--- src/rtl/cache_controller.sv ---
// rtl/cache_controller.sv - cache lookup/refill sequencing FSM with registered Moore outputs
// Optional saturating hit/miss statistics are built when CACHE_CTRL_STATS_EN is defined.
module cache_controller #(
  parameter int WAIT_MAX = 255,
  parameter int CNT_W    = 16
) (
  input  logic             clk,
  input  logic             rst_n,
  input  logic             start,
  input  logic             dataFinish,
  input  logic             readyCache,
  input  logic             readyMem,
  input  logic             find,
  input  logic             need,
  input  logic             writed,
  output logic             readerEn,
  output logic             adrEn,
  output logic             startCache,
  output logic             startMem,
  output logic             forc,
  output logic             We,
  output logic             MemSel,
  output logic             outputEn,
  output logic             busy,
  output logic             done,
  output logic             timeout,
  output logic [CNT_W-1:0] hitCnt,
  output logic [CNT_W-1:0] missCnt
);

  localparam int WW = (WAIT_MAX < 2) ? 1 : $clog2(WAIT_MAX + 1);

  typedef enum logic [3:0] {
    S_IDLE, S_READ, S_CHECK, S_ADR, S_LOOKUP, S_CWAIT, S_HIT,
    S_MISS, S_MWAIT, S_FILL, S_FWAIT, S_MOUT, S_DONE, S_ERR
  } state_t;

  state_t        state, nxt;
  logic [WW-1:0] wcnt;
  logic          wait_last;
  logic          miss_seen;

  assign wait_last = (wcnt == WW'(WAIT_MAX - 1));
  // A response with find=0 is a miss; need only confirms it.
  assign miss_seen = need | ~find;

  // Bit order: readerEn adrEn startCache startMem forc We MemSel outputEn busy done timeout
  function automatic logic [10:0] decode(input state_t s);
    case (s)
      S_READ:   return 11'b10000000100;
      S_CHECK:  return 11'b00000000100;
      S_ADR:    return 11'b01000000100;
      S_LOOKUP: return 11'b00100000100;
      S_CWAIT:  return 11'b00000000100;
      S_HIT:    return 11'b00000001100;
      S_MISS:   return 11'b00011000100;
      S_MWAIT:  return 11'b00001000100;
      S_FILL:   return 11'b00101100100;
      S_FWAIT:  return 11'b00001100100;
      S_MOUT:   return 11'b00000011100;
      S_DONE:   return 11'b00000000010;
      S_ERR:    return 11'b00000000101;
      default:  return 11'b00000000000;
    endcase
  endfunction

  always_comb begin
    nxt = state;
    unique case (state)
      S_IDLE:   if (start) nxt = S_READ;
      S_READ:   nxt = S_CHECK;
      S_CHECK:  nxt = dataFinish ? S_DONE : S_ADR;
      S_ADR:    nxt = S_LOOKUP;
      S_LOOKUP: nxt = S_CWAIT;
      S_CWAIT: begin
        if (readyCache && find)           nxt = S_HIT;
        else if (readyCache && miss_seen) nxt = S_MISS;
        else if (wait_last)               nxt = S_ERR;
      end
      S_HIT:    nxt = S_READ;
      S_MISS:   nxt = S_MWAIT;
      S_MWAIT: begin
        if (readyMem)       nxt = S_FILL;
        else if (wait_last) nxt = S_ERR;
      end
      S_FILL:   nxt = S_FWAIT;
      S_FWAIT: begin
        if (writed)         nxt = S_MOUT;
        else if (wait_last) nxt = S_ERR;
      end
      S_MOUT:   nxt = S_READ;
      S_DONE:   if (!start) nxt = S_IDLE;
      S_ERR:    if (!start) nxt = S_IDLE;
      default:  nxt = S_IDLE;
    endcase
  end

  // Outputs are registered from the next state, so they always match the state register.
  always_ff @(posedge clk or negedge rst_n) begin
    if (!rst_n) begin
      state <= S_IDLE;
      wcnt  <= '0;
      {readerEn, adrEn, startCache, startMem, forc, We, MemSel, outputEn, busy, done, timeout} <= '0;
    end else begin
      state <= nxt;
      wcnt  <= (nxt == state) ? wcnt + 1'b1 : '0;
      {readerEn, adrEn, startCache, startMem, forc, We, MemSel, outputEn, busy, done, timeout} <= decode(nxt);
    end
  end

`ifdef CACHE_CTRL_STATS_EN
  always_ff @(posedge clk or negedge rst_n) begin
    if (!rst_n) begin
      hitCnt  <= '0;
      missCnt <= '0;
    end else if (state == S_IDLE && start) begin
      hitCnt  <= '0;
      missCnt <= '0;
    end else begin
      if (state == S_CWAIT && nxt == S_HIT && hitCnt != '1)   hitCnt  <= hitCnt + 1'b1;
      if (state == S_CWAIT && nxt == S_MISS && missCnt != '1) missCnt <= missCnt + 1'b1;
    end
  end
`else
  assign hitCnt  = '0;
  assign missCnt = '0;
`endif

endmodule

--- config.mk ---
export PLATFORM = sky130hd
export DESIGN_NAME = cache_controller
export DESIGN_NICKNAME = d
export VERILOG_FILES = /design/src/rtl/cache_controller.sv
export SDC_FILE = /design/constraint.sdc
export NUM_CORES = 1
export LEC_CHECK = 0
export ABC_AREA = 1
export CAP_MARGIN = 20
export CORE_UTILIZATION = 50
export DETAILED_ROUTE_END_ITERATION = 10
export PLACE_DENSITY = 0.95
export SLEW_MARGIN = 20
export SYNTH_ARGS = -nofsm -noshare
export SYNTH_HDL_FRONTEND = slang
export SYNTH_SLANG_ARGS = --single-unit
--- constraint.sdc ---
create_clock -name clk -period 2.55 [get_ports clk]
set_input_delay 0.255 -clock clk [delete_from_list [all_inputs] [get_ports clk]]
set_output_delay 0.255 -clock clk [all_outputs]
set_load 0.02 [all_outputs]
==> metrics.csv, run 1 <==
stage,metric,value,unit
critical_path,crit-path most repeated cell,nand2_1,
detailed_routing,DRT Wirelength,2870,um
grt,first-pass GRT wire length,4860,um
critical_path,worst r2r path cells,11,
sta,min cycle time layout,2050,ps
place,instance area after placement,1780,um2
die,DIE WIDTH,60.0,um
final_layout,fin nets,243,
sta,max-slew violation count,0,
sta,Max Fclk,0.487,GHz
clock_network,# hold bufs at CTS,0,
die,I/O pin count,52,
clock_network,Num CTS Buffers,3,
grt,GRT overflow,0,
detailed_routing,drt first pass iters,4,
synthesis,ys async rst share,1.00,
synthesis,Unique masters post-synth,25,
place,Setup WS pre-CTS,519,ps
final_layout,largest registers,"wcnt x8, state x4",
detailed_routing,ANT nets after route,0,
synthesis,Post-synth EDFFs,0,
die,Starting Density,0.537,
place,Final HPWL DP,2240,um
place,RD Place Congestion,0.881,
grt,vias in the first global route,1173,
synthesis,sequential fraction of the synthesis area,0.343,
die,Die H,60.0,um
final_layout,# diodes,0,
power,total power,0.00187,W
critical_path,FF-to-FF setup slack,500,ps
detailed_routing,per-cell routed wire length,10.6,um
critical_path,slowest CP cell,dfrtp_1,
critical_path,CP Launch Type,flip-flop,
final_layout,Top reg by flops,wcnt,
critical_path,Critical Path AT,2300,ps
critical_path,Setup crit end kind,flip-flop,
final_layout,Syn-to-layout area delta,7.52,%
synthesis,post-synth top area cell,dfrtp_1,
critical_path,RR Endpoint,busy,
grt,Tot GR Track Use,0.177,
final_layout,fin area,1810,um2
detailed_routing,Initial DRC Count,29,
synthesis,Post-Synthesis Cells,206,
sta,Final Hold Fails,0,
clock_network,Worst-Skew Late Latency,310,ps
grt,largest net degree at the start of global routing,24,
worst_hold_path,Worst Hold Class,in -> async,
clock_network,CTS Buffer Depth,2,
grt,antenna violations before repair,0,
critical_path,RR Startpoint,state[2],
synthesis,mapped cell area,1680,um2
synthesis,Seq cells post-synth,23,
status,status,completed,
sta,Fin Clk Skew,5.46,ps
synthesis,yosys warns,0,
clock_network,post-CTS setup buffer count,0,
power,P_leak,0.913,nW
critical_path,critical path class,reg -> reg,
power,PD cells,1040,nW/um2
synthesis,Area contributors post-synth,"dfrtp_1, buf_4, nand2_1, ha_1, nand3_1",
clock_network,CTS tree,done,
sta,unrepaired setup endpoints after global routing,false,
final_layout,layout cell share with drive strength beyond 1,0.159,
place,I/O Buffers,18,
die,core area,3130,um2
synthesis,post-synth top area share,0.343,
sta,crit share post-route,0.805,
clock_network,CTS resizes,0,
clock_network,clock root buffer,clkbuf_4,
final_layout,max reg flops,8,
die,total die area,3600,um2
synthesis,Syn Area/Cell,8.16,um2
critical_path,critical path required time,2790,ps
detailed_routing,drt drc,0,
sta,hold_ws,268,ps
clock_network,"Clk pin slew, worst setup/hold paths",120,ps
synthesis,ys flop type,dfrtp_1,
synthesis,commonest cells in the netlist,"nand2_1, buf_4, dfrtp_1",
synthesis,top-count cell post-synth,nand2_1,
sta,final worst slack,497,ps
detailed_routing,Vias,1247,
critical_path,crit-path cells,inv_4 -> nor2_1 -> nand2_1 -> nand3_1 -> nand2_1 -> nand2_1 -> inv_1 -> ha_1 -> inv_1 -> nor3_1 -> a31oi_1,
flow_run,Max Cap Viol,0,
clock_network,htree depth,1,
sta,Setup-failing EPs final,0,
power,Worst VDD drop,0.617,mV
critical_path,crit path max fanout,8,
sta,Fin Setup TNS,0,ps
die,Rows,20,
critical_path,max incr delay on CP,580,ps
clock_network,clock sinks,23,
detailed_routing,Vias/cell,4.62,
## kinds of logic (layout without fill, tap and decap cells)
logic type | count (synthesis) | count (layout) | synth area share
AND/OR/NAND/NOR | 110 | 110 | 0.354
AO/OA/AOI/OAI | 6 | 6 | 0.0201
buffers and inverters | 53 | 42 | 0.198
adder cells (fa/ha/maj) | 7 | 7 | 0.0521
other | 1 | 32 | 0.00223
XOR/XNOR | 6 | 6 | 0.0313
flip-flops | 23 | 23 | 0.343
## cells in the final DEF (no fill, tap or decap), types with 5 or more instances in the layout
cell             count
nor2_4               5
nand2_2              6
nand2_1             38
nand3b_1             5
nor2_1              17
clkdlybuf4s50_1     18
conb_1              32
dfrtp_1             23
xor2_1               5
nor2_2              10
ha_1                 7
inv_1               15
nand3_1             17
## routing by layer
metal  wire length [um]  GRT usage
met5                  0          0
met4                 30     0.0399
met3                144     0.0325
met2               1500      0.325
met1               1190      0.212
## worst max path at each step
stage / end / start / depth (start not counted) / slack [ps]
2_1_floorplan: busy / wcnt[0] / 14 / 850
3_3_place_gp: busy / state[2] / 11 / 620
3_5_place_dp: busy / state[2] / 11 / 520
4_1_cts: busy / state[2] / 11 / 490
5_1_grt: busy / wcnt[0] / 14 / 240
6_report: busy / state[2] / 11 / 500
## final cells by class
class / instances / area (um2)
Multi-Input combinational cell: 161 / 888
Fill cell: 295 / 1320
Timing Repair Buffer: 19 / 188
Inverter: 19 / 73.8
Sequential cell: 23 / 576
Tap cell: 44 / 55.1
Clock buffer: 4 / 26.3
## critical path, delay by kind of cell, from the launching register on
family / cells / cell delay [ps]
fa+ha+maj: 1 / 190
flops: 1 / 580
simple gates: 6 / 780
buf+inv: 3 / 290
compound gates: 1 / 140
## through the flow
| stage | util | cells |
|---|---|---|
| global placement | 0.569 | 266 |
| finish | 0.578 | 270 |
| detailed placement | 0.569 | 266 |
| global route | 0.578 | 270 |
| floorplan | - | 237 |
| CTS | 0.578 | 270 |
## power breakdown
| part | total, W | internal, W | switching [W] |
|---|---|---|---|
| clock | 0.000167 | 0.0000612 | 0.000105 |
| combinational | 0.00116 | 0.000386 | 0.000775 |
| sequential | 0.000545 | 0.000453 | 0.0000918 |
| total | 0.00187 | 0.000901 | 0.000972 |
(Power assumes the default switching activity.)
==> run 2: changes to the inputs <==
Settings changed: CORE_UTILIZATION 50 to 47, PLACE_DENSITY 0.95 to 0.91.
Clock period 2.55 ns to 1.9 ns, I/O delays scaled along.
==> run 2 against run 1 <==
Against the previous run: global-route usage shrank 1.5 points; worst hold slack lost 62 ps; final area grew 7.5%; non-clock buffer count grew 7; cell count grew 3.3%; clock-buffer cell count shrank 1; total power grew 49%; first-iteration DRC count grew 120%; sequential power grew 37%; combinational power grew 56%; routed wire length grew 7.4%; critical endpoint unchanged; largest power group unchanged.
==> metrics.csv, run 2 (synthesis gave the netlist of run 1 again) <==
stage,metric,value,unit,change
clock_network,clock root buffer,clkbuf_4,,unchanged
sta,hold_ws,207,ps,was 268 ps
final_layout,most frequent cells in the layout,"nand2_1, conb_1, dfrtp_1, clkdlybuf4s50_1, nand3_1",,"was nand2_1, conb_1, dfrtp_1, clkdlybuf4s50_1"
detailed_routing,Vias,1297,,was 1247
clock_network,Num CTS Buffers,3,,unchanged
grt,vias in the first global route,1096,,was 1173
critical_path,worst r2r path cells,11,,unchanged
critical_path,crit path max fanout,8,,unchanged
die,Starting Density,0.496,,was 0.537
place,Final HPWL DP,2310,um,was 2240 um
sta,unrepaired setup endpoints after global routing,true,,was false
flow_run,Max Cap Viol,0,,unchanged
critical_path,CP Launch Type,flip-flop,,unchanged
detailed_routing,per-cell routed wire length,11.0,um,was 10.6 um
critical_path,Critical Path AT,2060,ps,was 2300 ps
critical_path,crit-path cells,nand2_1 -> nor2_1 -> nor2_1 -> nand2_1 -> nor2_2 -> nand3_4 -> inv_2 -> ha_2 -> inv_2 -> nor3_2 -> a31oi_1,,was inv_4 -> nor2_1 -> nand2_1 -> nand3_1 -> nand2_1 -> nand2_1 -> inv_1 -> ha_1 -> inv_1 -> nor3_1 -> a31oi_1
critical_path,slowest CP cell,dfrtp_2,,was dfrtp_1
grt,Tot GR Track Use,0.162,,was 0.177
grt,first-pass GRT wire length,4550,um,was 4860 um
final_layout,# diodes,0,,unchanged
die,DIE WIDTH,61.8,um,was 60.0 um
sta,crit share post-route,0.968,,was 0.805
final_layout,max reg flops,8,,unchanged
sta,min cycle time layout,1840,ps,was 2050 ps
final_layout,fin area,1940,um2,was 1810 um2
sta,Fin Clk Skew,7.30,ps,was 5.46 ps
critical_path,critical path class,reg -> reg,,unchanged
power,P_leak,0.955,nW,was 0.913 nW
detailed_routing,Vias/cell,4.65,,was 4.62
power,Worst VDD drop,0.526,mV,was 0.617 mV
critical_path,max incr delay on CP,540,ps,was 580 ps
clock_network,htree depth,1,,unchanged
critical_path,worst path bufs/invs,2,,was 3
place,Placed Cells,274,,was 266
grt,GRT overflow,0,,unchanged
sta,Setup-failing EPs final,0,,unchanged
clock_network,"Clk pin slew, worst setup/hold paths",130,ps,was 120 ps
sta,Max Fclk,0.544,GHz,was 0.487 GHz
clock_network,Worst-Skew Late Latency,320,ps,was 310 ps
detailed_routing,DRT Wirelength,3080,um,was 2870 um
critical_path,RR Endpoint,busy,,unchanged
final_layout,non-filler instance count after layout,279,,was 270
clock_network,# hold bufs at CTS,0,,unchanged
place,instance area after placement,1830,um2,was 1780 um2
final_layout,layout cell share with drive strength beyond 1,0.283,,was 0.159
sta,max-slew violation count,0,,unchanged
worst_hold_path,Worst Hold Class,in -> async,,unchanged
critical_path,RR Startpoint,state[2],,unchanged
power,PD cells,1440,nW/um2,was 1040 nW/um2
grt,largest net degree at the start of global routing,24,,unchanged
critical_path,critical path required time,2120,ps,was 2790 ps
status,status,completed,,unchanged
die,core area,3390,um2,was 3130 um2
critical_path,Crit path max-delay family,simple AND/OR/NAND/NOR gates,,unchanged
final_layout,largest registers,"wcnt x8, state x4",,unchanged
sta,Final Hold Fails,0,,unchanged
die,I/O pin count,52,,unchanged
place,RD Place Congestion,0.835,,was 0.881
detailed_routing,Initial DRC Count,63,,was 29
die,total die area,3820,um2,was 3600 um2
final_layout,fin nets,250,,was 243
detailed_routing,ANT nets after route,0,,unchanged
final_layout,Syn-to-layout area delta,15.6,%,was 7.52%
critical_path,Setup crit end kind,flip-flop,,unchanged
clock_network,CTS tree,done,,unchanged
final_layout,fillers,296,,was 295
critical_path,FF-to-FF setup slack,60,ps,was 500 ps
final_layout,Top reg by flops,wcnt,,unchanged
detailed_routing,drt first pass iters,4,,unchanged
sta,Fin Setup TNS,0,ps,unchanged
clock_network,clock sinks,23,,unchanged
final_layout,"most common cell after layout, fill and taps aside",nand2_1,,unchanged
place,I/O Buffers,18,,unchanged
die,Die H,61.8,um,was 60.0 um
die,Rows,21,,was 20
detailed_routing,drt drc,0,,unchanged
clock_network,CTS Buffer Depth,2,,unchanged
grt,antenna violations before repair,0,,unchanged
==> run 2: cell types whose count changed in the layout (fill, tap and decap cells not counted), sizes merged <==
cell | previous run | this run
buf | 1 | 8
clkinv | 0 | 1
clkbuf | 4 | 3
==> run 2: stage by stage <==
step	worst slack [ps]	util	power [W]
after CTS	5.54	0.549	0.00259
after global routing	-11.3	0.573	0.00302
after global placement	40.9	0.539	0.00228
after detailed placement	-34.0	0.539	0.00235
after floorplan	203	-	0.00198
final	60.5	0.573	0.00279
==> run 2: worst register-to-register path, stage by stage, from the launching register on <==
cell and delay (ps):
dfrtp_2 540, nand2_1 160, nor2_1 60, nor2_1 120, nand2_1 70, nor2_2 170, nand3_4 120, inv_2 90
ha_2 170, inv_2 50, nor3_2 150, a31oi_1 50
==> run 2: routing by layer <==
layer  vias up  track usage  wire length [um]
met2        50        0.300              1640
li1        632            -                 -
met4         0       0.0476                38
met3         6       0.0311               148
met1       609        0.189              1250
met5         -            0                 0
==> run 2: how the worst max path moves through the flow <==
stage	depth (start not counted)	end	startpoint
finish	11	busy	state[2]
global placement	11	busy	state[2]
floorplan	14	busy	wcnt[0]
detailed placement	11	busy	state[2]
CTS	11	busy	state[3]
global route	13	wcnt[4]	wcnt[0]
==> run 2: cell type report <==
| cell class | instances | area, um2 | share of cell area |
|---|---|---|---|
| Multi-Input combinational cell | 161 | 961 | 0.495 |
| Sequential cell | 23 | 581 | 0.299 |
| Clock inverter | 1 | 5.00 | 0.00258 |
| Inverter | 19 | 76.3 | 0.0393 |
| Clock buffer | 3 | 22.5 | 0.0116 |
| Tap cell | 46 | 57.6 | 0.0296 |
| Timing Repair Buffer | 26 | 240 | 0.124 |
==> run 2: report_power, final <==
group          total, W  internal (W)  leakage, nW  switching [W]
combinational   0.00181      0.000657        0.633        0.00116
clock          0.000234     0.0000788       0.0177       0.000155
sequential     0.000749      0.000615        0.305       0.000134
total           0.00279       0.00135        0.955        0.00144
==> run 2: timing repair <==
action	CTS	global route
setup endpoints to repair	15	19
endpoints found under the hold margin	0	0
pin swaps	0	6
setup buffers	0	1
gates resized for setup	3	26
==> run 3: changes to the inputs <==
Settings changed: CTS_CLUSTER_DIAMETER set to 120.
==> results of run 3 <==
Same layout as run 2: the final DEF is identical, and so are final timing and power.
